**src/rtl/matrix_loader_pkg.sv**
```systemverilog
// matrix_pkg: shared widths, size codes, loader states and element-count helper
package matrix_pkg;
  localparam int ELEM_W   = 8;
  localparam int MAX_DIM  = 5;
  localparam int PACKED_W = MAX_DIM * MAX_DIM * ELEM_W;
  localparam logic [1:0] SZ_2X2 = 2'd0;
  localparam logic [1:0] SZ_3X3 = 2'd1;
  localparam logic [1:0] SZ_4X4 = 2'd2;
  localparam logic [1:0] SZ_5X5 = 2'd3;
  typedef enum logic [1:0] {S_IDLE, S_LOAD_A, S_LOAD_B, S_DONE} ld_state_t;
  function automatic logic [4:0] dim_elems(input logic [1:0] sz);
    return sz == SZ_2X2 ? 5'd4 : sz == SZ_3X3 ? 5'd9 : sz == SZ_4X4 ? 5'd16 : 5'd25;
  endfunction
endpackage

```
**src/rtl/matrix_loader_if.sv**
```systemverilog
// matrix_loader_if: element stream, control and packed-matrix outputs of the loader
interface matrix_loader_if;
  import matrix_pkg::*;
  logic                start;
  logic                abort;
  logic [1:0]          matrix_size;
  logic                in_valid;
  logic [ELEM_W-1:0]   in_data;
  logic                in_ready;
  logic [PACKED_W-1:0] raw_matrix_a;
  logic [PACKED_W-1:0] raw_matrix_b;
  logic [1:0]          size_out;
  logic                busy;
  logic                done;
  logic                matrices_valid;
  modport master (
    output start, abort, matrix_size, in_valid, in_data,
    input  in_ready, raw_matrix_a, raw_matrix_b, size_out, busy, done, matrices_valid
  );
  modport slave (
    input  start, abort, matrix_size, in_valid, in_data,
    output in_ready, raw_matrix_a, raw_matrix_b, size_out, busy, done, matrices_valid
  );
endinterface

```
**src/rtl/matrix_loader_slot_writer.sv**
```systemverilog
// matrix_slot_writer: packed matrix register written one element at a time, with clear
module matrix_slot_writer
  import matrix_pkg::*;
(
  input  logic                clk,
  input  logic                reset,
  input  logic                clr_i,
  input  logic                we_i,
  input  logic [4:0]          idx_i,
  input  logic [ELEM_W-1:0]   data_i,
  output logic [PACKED_W-1:0] mat_o
);
  logic [PACKED_W-1:0] mat_q;
  logic [7:0]          base;
  assign base  = {idx_i, 3'b000};
  assign mat_o = mat_q;
  // clear wins over a write; otherwise drop the element into slot idx_i
  always_ff @(posedge clk or posedge reset)
    if (reset) mat_q <= '0;
    else if (clr_i) mat_q <= '0;
    else if (we_i) mat_q[base +: ELEM_W] <= data_i;
endmodule

```
**src/rtl/matrix_loader.sv**
```systemverilog
// matrix_loader: assembles operand matrices A then B from a signed element stream
module matrix_loader
  import matrix_pkg::*;
(
  input  logic            clk,
  input  logic            reset,
  matrix_loader_if.slave  bus
);
  ld_state_t  state_q;
  logic [4:0] count_q;
  logic [1:0] size_q;
  logic       in_ready_q, busy_q, done_q, mv_q;
  logic       load_go, accept, last, we_a, we_b;
  assign load_go = state_q == S_IDLE && bus.start && !bus.abort;
  assign accept  = bus.in_valid && in_ready_q && !bus.abort;
  assign last    = count_q == dim_elems(size_q) - 5'd1;
  assign we_a    = accept && state_q == S_LOAD_A;
  assign we_b    = accept && state_q == S_LOAD_B;
  // load sequencer; in_ready mirrors the load states from a register, never from in_valid
  always_ff @(posedge clk or posedge reset)
    if (reset) begin
      state_q    <= S_IDLE;
      count_q    <= '0;
      size_q     <= '0;
      in_ready_q <= 1'b0;
      busy_q     <= 1'b0;
      done_q     <= 1'b0;
      mv_q       <= 1'b0;
    end else if (bus.abort) begin
      state_q    <= S_IDLE;
      count_q    <= '0;
      in_ready_q <= 1'b0;
      busy_q     <= 1'b0;
      done_q     <= 1'b0;
      mv_q       <= 1'b0;
    end else begin
      done_q <= 1'b0;
      case (state_q)
        S_IDLE:
          if (bus.start) begin
            size_q     <= bus.matrix_size;
            count_q    <= '0;
            mv_q       <= 1'b0;
            in_ready_q <= 1'b1;
            busy_q     <= 1'b1;
            state_q    <= S_LOAD_A;
          end
        S_LOAD_A:
          if (accept) begin
            count_q <= last ? 5'd0 : count_q + 5'd1;
            if (last) state_q <= S_LOAD_B;
          end
        S_LOAD_B:
          if (accept) begin
            count_q <= last ? 5'd0 : count_q + 5'd1;
            if (last) begin
              state_q    <= S_DONE;
              in_ready_q <= 1'b0;
              busy_q     <= 1'b0;
              done_q     <= 1'b1;
              mv_q       <= 1'b1;
            end
          end
        default: state_q <= S_IDLE;
      endcase
    end
  matrix_slot_writer u_a (
    .clk(clk), .reset(reset), .clr_i(load_go), .we_i(we_a),
    .idx_i(count_q), .data_i(bus.in_data), .mat_o(bus.raw_matrix_a)
  );
  matrix_slot_writer u_b (
    .clk(clk), .reset(reset), .clr_i(load_go), .we_i(we_b),
    .idx_i(count_q), .data_i(bus.in_data), .mat_o(bus.raw_matrix_b)
  );
  assign bus.in_ready       = in_ready_q;
  assign bus.size_out       = size_q;
  assign bus.busy           = busy_q;
  assign bus.done           = done_q;
  assign bus.matrices_valid = mv_q;
endmodule

```
**src/flat_wrapper.sv**
```systemverilog
// flat-port wrapper written by rule: the top's interface ports become plain ports
module matrix_loader_flat import matrix_pkg::*;
  (clk, reset, bus_start, bus_abort, bus_matrix_size, bus_in_valid, bus_in_data, bus_in_ready, bus_raw_matrix_a, bus_raw_matrix_b, bus_size_out, bus_busy, bus_done, bus_matrices_valid);
  matrix_loader_if bus_i ();
  input  logic clk;
  input  logic reset;
  input wire logic [$bits(bus_i.start)-1:0] bus_start;
  input wire logic [$bits(bus_i.abort)-1:0] bus_abort;
  input wire logic [$bits(bus_i.matrix_size)-1:0] bus_matrix_size;
  input wire logic [$bits(bus_i.in_valid)-1:0] bus_in_valid;
  input wire logic [$bits(bus_i.in_data)-1:0] bus_in_data;
  output wire logic [$bits(bus_i.in_ready)-1:0] bus_in_ready;
  output wire logic [$bits(bus_i.raw_matrix_a)-1:0] bus_raw_matrix_a;
  output wire logic [$bits(bus_i.raw_matrix_b)-1:0] bus_raw_matrix_b;
  output wire logic [$bits(bus_i.size_out)-1:0] bus_size_out;
  output wire logic [$bits(bus_i.busy)-1:0] bus_busy;
  output wire logic [$bits(bus_i.done)-1:0] bus_done;
  output wire logic [$bits(bus_i.matrices_valid)-1:0] bus_matrices_valid;
  assign bus_i.start = bus_start;
  assign bus_i.abort = bus_abort;
  assign bus_i.matrix_size = bus_matrix_size;
  assign bus_i.in_valid = bus_in_valid;
  assign bus_i.in_data = bus_in_data;
  assign bus_in_ready = bus_i.in_ready;
  assign bus_raw_matrix_a = bus_i.raw_matrix_a;
  assign bus_raw_matrix_b = bus_i.raw_matrix_b;
  assign bus_size_out = bus_i.size_out;
  assign bus_busy = bus_i.busy;
  assign bus_done = bus_i.done;
  assign bus_matrices_valid = bus_i.matrices_valid;
  matrix_loader u_core (.clk(clk), .reset(reset), .bus(bus_i));
endmodule
```
**config.mk**
```make
export PLATFORM = sky130hd
export DESIGN_NAME = matrix_loader_flat
export DESIGN_NICKNAME = d
export VERILOG_FILES = /design/src/rtl/matrix_loader_pkg.sv /design/src/rtl/matrix_loader_if.sv /design/src/rtl/matrix_loader_slot_writer.sv /design/src/rtl/matrix_loader.sv /design/src/flat_wrapper.sv
export SDC_FILE = /design/constraint.sdc
export NUM_CORES = 1
export LEC_CHECK = 0
export ABC_CLOCK_PERIOD_IN_PS = 36300
export CORE_MARGIN = 1.5
export CORE_UTILIZATION = 32
export DETAILED_ROUTE_END_ITERATION = 12
export SYNTH_ARGS = -nofsm -noshare
export SYNTH_HDL_FRONTEND = slang
export SYNTH_SLANG_ARGS = --single-unit
```
**constraint.sdc**
```tcl
create_clock -name clk -period 36.3 [get_ports clk]
set_clock_uncertainty 0.1 [all_clocks]
set_input_delay 7.26 -clock clk [delete_from_list [all_inputs] [get_ports clk]]
set_output_delay 7.26 -clock clk [all_outputs]
set_load 0.02 [all_outputs]
```
== Word level (Yosys, flattened, before mapping) ==
Index checks and enable logic that the tools add are counted.
Widths: inputs -> output; s select.
Word-level totals
  memory bits (writable): 0
  output and inout port bits: 406
  memories kept: 0
  logic and storage cells: 78
  bits of input ports: 15
  bits in latches: 0
  register bits: 412
  bits in read-only memories: 0
Operators by class
  add/subtract/negate cells: 3
  divide/modulo/power cells: 0
  shift operators: 2
  equal/unequal tests: 11
  reduce and logical (&&, ||, !) cells: 18
  multipliers: 0
  multiplexer cells: 35
  bitwise gates (word level): 1
  order comparisons: 0
Operator list (count)
  $mux 200: 4
  $bwmux 200: 2
  $shift 8x10->200 const A: 1
  $shiftx 8x10->200: 1
  $mux 5: 6
  $mux 1: 12
  $mux 2: 6
  $ne 3x2->1 const B: 4
  $neg 8->10: 1
  $pmux 5 s2: 1
  $logic_and 1x1->1: 6
  $pmux 2 s3: 1
  $reduce_and 3->1: 2
  $reduce_bool 3->1: 2
  $add 5x1->5 const B: 1
  $eq 5x5->1: 1
  $reduce_and 5->1: 1
  $sub 5x1->5 const B: 1
  $eq 2x1->1 const B: 2
  $eq 2x2->1 const B: 2
  $logic_not 2->1: 2
  $mux 4: 1
  $pmux 1 s2: 2
  $reduce_and 4->1: 1
  6 further kinds: 7

== Depth between registers and ports, before layout ==
  depth after elaboration: 10
  gate-level depth with buffers: 12
  mapped depth without buffers: 7

== Cells and area by module ==
Synthesis repeated with hierarchy kept, for this count alone.
Unflattened totals
  cell total of the unflattened synthesis: 1804
  area, all modules: 19149.6 µm²
Modules (own cells, without submodules)
  matrix_slot_writer at u_core.u_b: cells an instance 907, instances 1, area an instance 9350.2 µm², seq. area each 5004.8 µm²
  matrix_slot_writer at u_core.u_a: cells an instance 821, instances 1, area an instance 9063.7 µm², seq. area each 5004.8 µm²
  matrix_loader: cells an instance 76, instances 1, area an instance 735.7 µm², seq. area each 300.3 µm²

== Worst setup path after synthesis ==
Ideal clock, no wire load.
  kind: input port to flip-flop
  start: in bus_abort
  end: reg u_core.u_a.mat_q[199] (netlist: u_core.u_a.mat_o[199])
  path slack: 27.468 ns
  stages: 6
  arrival time: 8.611 ns
  data required time: 36.079 ns
  path buffers: 1
  setup time: 0.121 ns
  cells stage by stage: buf_2 -> and3b_1 -> nand3_1 -> a211oi_4 -> mux2i_1 -> nor2_1
On the way
  word-level cells in the longest chain between the ends: 4
  elaborated cells between the ends (all ways): 6
  those cells by class: mux (1); reduce/logical (5)
RTL lines
  from (decl): RTL line flat_wrapper.sv:8  | input wire logic [$bits(bus_i.abort)-1:0] bus_abort;
  $logic_not 1->1 *: RTL line matrix_loader.sv:14, matrix_loader.sv:15
  $logic_and 1x1->1: RTL line matrix_loader.sv:15  | assign accept = bus.in_valid && in_ready_q && !bus.abort;
  $logic_and 1x1->1: RTL line matrix_loader.sv:17  | assign we_a = accept && state_q == S_LOAD_A;
  $reduce_bool 2->1 (no source line)
  to (signal, indexed assignment): RTL line matrix_loader_slot_writer.sv:21  | else if (we_i) mat_q[base +: ELEM_W] <= data_i;
  to (decl): RTL line matrix_loader_slot_writer.sv:13  | logic [PACKED_W-1:0] mat_q;
Mark *: on every way between the ends. The rest lies on a longest branch, timed or not.
A chain may end at the register's enable or synchronous reset.

== Final worst setup path ==
  start: in bus_start
  end: reg u_core.u_a.mat_q[91] (netlist: u_core.u_a.mat_o[91])
On the way
  word-level cells in the longest chain between the ends: 3
  elaborated cells between the ends (all ways): 4
  those cells by class: mux (1); reduce/logical (3)
RTL lines
  from (decl): RTL line flat_wrapper.sv:7  | input wire logic [$bits(bus_i.start)-1:0] bus_start;
  $logic_and 1x1->1 * (2 in a row): RTL line matrix_loader.sv:14  | assign load_go = state_q == S_IDLE && bus.start && !bus.abort;
  $mux 200 / $reduce_bool 2->1 (equally long branches)
Marks and branches as above.

==> results_dict.tcl <==
set metrics [dict create \
    viasPerCell 5.233 \
    rsz0062_at_grt "no" \
    antenna_found_initial 0 \
    placed_cell_area_sq_um 21600 \
    post_cts_buffers 0 \
    die_x_microns 232.2 \
    cpPeakStageDelay_ns 0.87 \
    worstPathArrival_ns 10.99 \
    wl_per_cell_microns 24.90 \
    postSynthAreaPerCell_sq_um 13.28 \
    finalCritPeriodShare 0.2935 \
    holdBufCountCts 0 \
    die_area_sq_um 53910 \
    ctsResizeCount 0 \
    fin_area_sq_um 22990 \
    cts.sinks 412 \
    cts_tree "yes" \
    pin_count 421 \
    clk_pin_slew_ns 0.06 \
    htree_levels 2 \
    maxCapViolations 0 \
    finalWirelength_microns 59570 \
    crit_type "primary input to flop" \
    crit_path_frequent_cell "buf_4" \
    layout-drive-gt1-share 0.1011 \
    finalSetupTns_ns 0 \
    final-max-slew-violation-count 0 \
    remaining_drc_errors 0 \
    die_h_microns 232.2 \
    rrSetupSlack_ns 32.10 \
    grt_pass1_vias 12730 \
    whs_ns 0.3867 \
    cp.required_ns 36.63 \
    max-vdd-ir-drop_uv 33.59 \
    vias 12520 \
    antenna_cells 0 \
    grt_usage 0.2177 \
    hold_path.class "flop to flop" \
    rows 83 \
    synth_edf_count 0 \
    synth_fp_nets 1290 \
    max_slew_margin 0.2969 \
    setup_viol 0 \
    layout_common_cells "412 x clkdlybuf4s50_1, 412 x dfrtp_1, 147 x a22o_1" \
    place_congestion 0.7967 \
    start_util 0.3257 \
    syn_inst 1266 \
    cp_top_family "buffers and inverters" \
    ys_seq_area_frac 0.6134 \
    status "completed" \
    leakage_uw 0.009755 \
    powerDensity_nw_per_um2 44.32 \
    crit_path_start_kind "primary input" \
    area_delta_synth_final_pct 36.76 \
    hold_viol 0 \
    insertion_delay_ns 0.55 \
    antenna_left 0 \
    fmax_ghz 0.09385 \
    period_needed_ns 10.65 \
    endpoint_kind "flop" \
    cts_buffers 45 \
    fin_nets 1705 \
    crit_fanout 88 \
    ys_ff_latch 412 \
    critPathSlowestCell "buf_4" \
    synth_cell_types 68 \
    dr.pass1.iters 4 \
    worst_slew_pin_slew_ns 1.055 \
    finalPower_uw 1019 \
    place.port_buffers 420 \
    synthArstFlopShare 1.000 \
    syn_area_sq_um 16810 \
    synth_flop_cell "dfrtp_1" \
    first_iter_violations 830 \
    grt_pass1_wl_microns 87250 \
    dp_hpwl_microns 39960 \
    core_area_sq_um 51610 \
    synth_warnings 0 \
    cts-root-buf "clkbuf_16" \
    cp_num_buf_inv 3 \
    grt_max_degree 113 \
    clockBufferDepth 3 \
    path_cells "clkdlybuf4s50_1 > nand2_1 > nor2_4 > buf_4 > buf_4 > nor2_1 > o2bb2ai_1" \
    overflow 0 \
]
registers in the layout (all words and copies together) (netlist names):
| register | cells |
|---|---|
| u_core.bus.size_out | 2 |
| u_core.bus.done | 1 |
| u_core.state_q | 2 |
| u_core.u_a.mat_o | 200 |
| u_core.bus.in_ready | 1 |
| u_core.count_q | 5 |
| u_core.bus.matrices_valid | 1 |
| u_core.u_b.mat_o | 200 |
final timing paths:
| path | startpoint | endpoint | cells past startpoint |
|---|---|---|---|
| setup / recovery | bus_start | u_core.u_a.mat_o[91] | 7 |
| hold / removal | u_core.u_a.mat_o[11] | u_core.u_a.mat_o[11] | 1 |
| setup reg to reg | u_core.state_q[1] | u_core.u_a.mat_o[91] | 8 |
| hold reg to reg | u_core.u_a.mat_o[11] | u_core.u_a.mat_o[11] | 1 |
| max in group asynchronous | reset | u_core.u_b.mat_o[20] | 4 |
| min in group asynchronous | reset | u_core.u_a.mat_o[134] | 2 |
worst register-to-register path: stages, from the launching register on:
cell and delay, ns:
dfrtp_1 0.43, inv_1 0.10, ha_1 0.31, nand2_1 0.20, nor2_4 0.76, buf_4 0.65
buf_4 0.89, nor2_1 0.42, o2bb2ai_1 0.22
report_power, final:
| part | switching (uW) | total [uW] | internal [uW] |
|---|---|---|---|
| clock | 184 | 436 | 252 |
| sequential | 7.02 | 472 | 465 |
| combinational | 81.9 | 111 | 29.5 |
area by class of cell:
| type | count | area (sq um) |
|---|---|---|
| clock inverters | 12 | 98.84 |
| fillers | 4730 | 28630 |
| multi-input cells | 771 | 6085 |
| flip-flops and latches | 412 | 10310 |
| clock buffers | 66 | 1285 |
| well taps | 680 | 850.8 |
| repair buffers | 439 | 4307 |
| inverters | 12 | 52.55 |
routing by layer:
metal	global-route usage	vias to the layer above	share of wire
met5	0	-	0
met2	0.3454	423	0.47
met1	0.2895	6472	0.43
met3	0.05857	94	0.073
li1	-	5529	-
met4	0.06575	0	0.026
metrics by stage:
step	std cells	worst slack, ns	utilization
after global routing	2392	25.42	0.4454
final	2392	25.65	0.4454
after floorplan	1266	17.48	-
after global placement	2314	25.14	0.4186
after CTS	2392	25.67	0.4454
after detailed placement	2314	25.07	0.4186
cells by family (layout without fill, tap and decap cells):
group / after synthesis / in the layout / share of synthesized area
simple gates: 277 / 277 / 0.08173
flops: 412 / 412 / 0.6134
mux: 118 / 118 / 0.07057
fa+ha+maj: 9 / 9 / 0.006700
compound gates: 362 / 362 / 0.1988
xor+xnor: 5 / 5 / 0.004169
buf+inv: 83 / 529 / 0.02464
synth_stat cells, types with 3 or more instances:
cell,instances,area (sq um)
a211oi_4,4,80.08
a21oi_1,12,60.06
a21oi_2,7,61.31
a21oi_4,12,195.2
a22o_1,147,1287
a31oi_1,7,43.79
a31oi_2,6,75.07
a31oi_4,7,148.9
a32o_1,5,50.05
and3b_1,4,35.03
and4_1,3,26.28
buf_1,5,18.77
buf_2,19,95.09
buf_4,10,75.07
buf_6,4,45.04
clkbuf_1,32,120.1
dfrtp_1,412,10310
ha_1,9,112.6
inv_1,12,45.04
mux2_2,4,45.04
mux2i_1,114,1141
nand2_1,53,198.9
nand2_2,6,37.54
nand2b_1,4,25.02
nand3_1,8,40.04
nand4_1,5,31.28
nor2_1,146,548.0
nor2_2,9,56.30
nor2b_1,6,37.54
nor3_1,3,15.01
o21ai_0,9,45.04
o2bb2ai_1,132,1156
(Power assumes the default switching activity.)
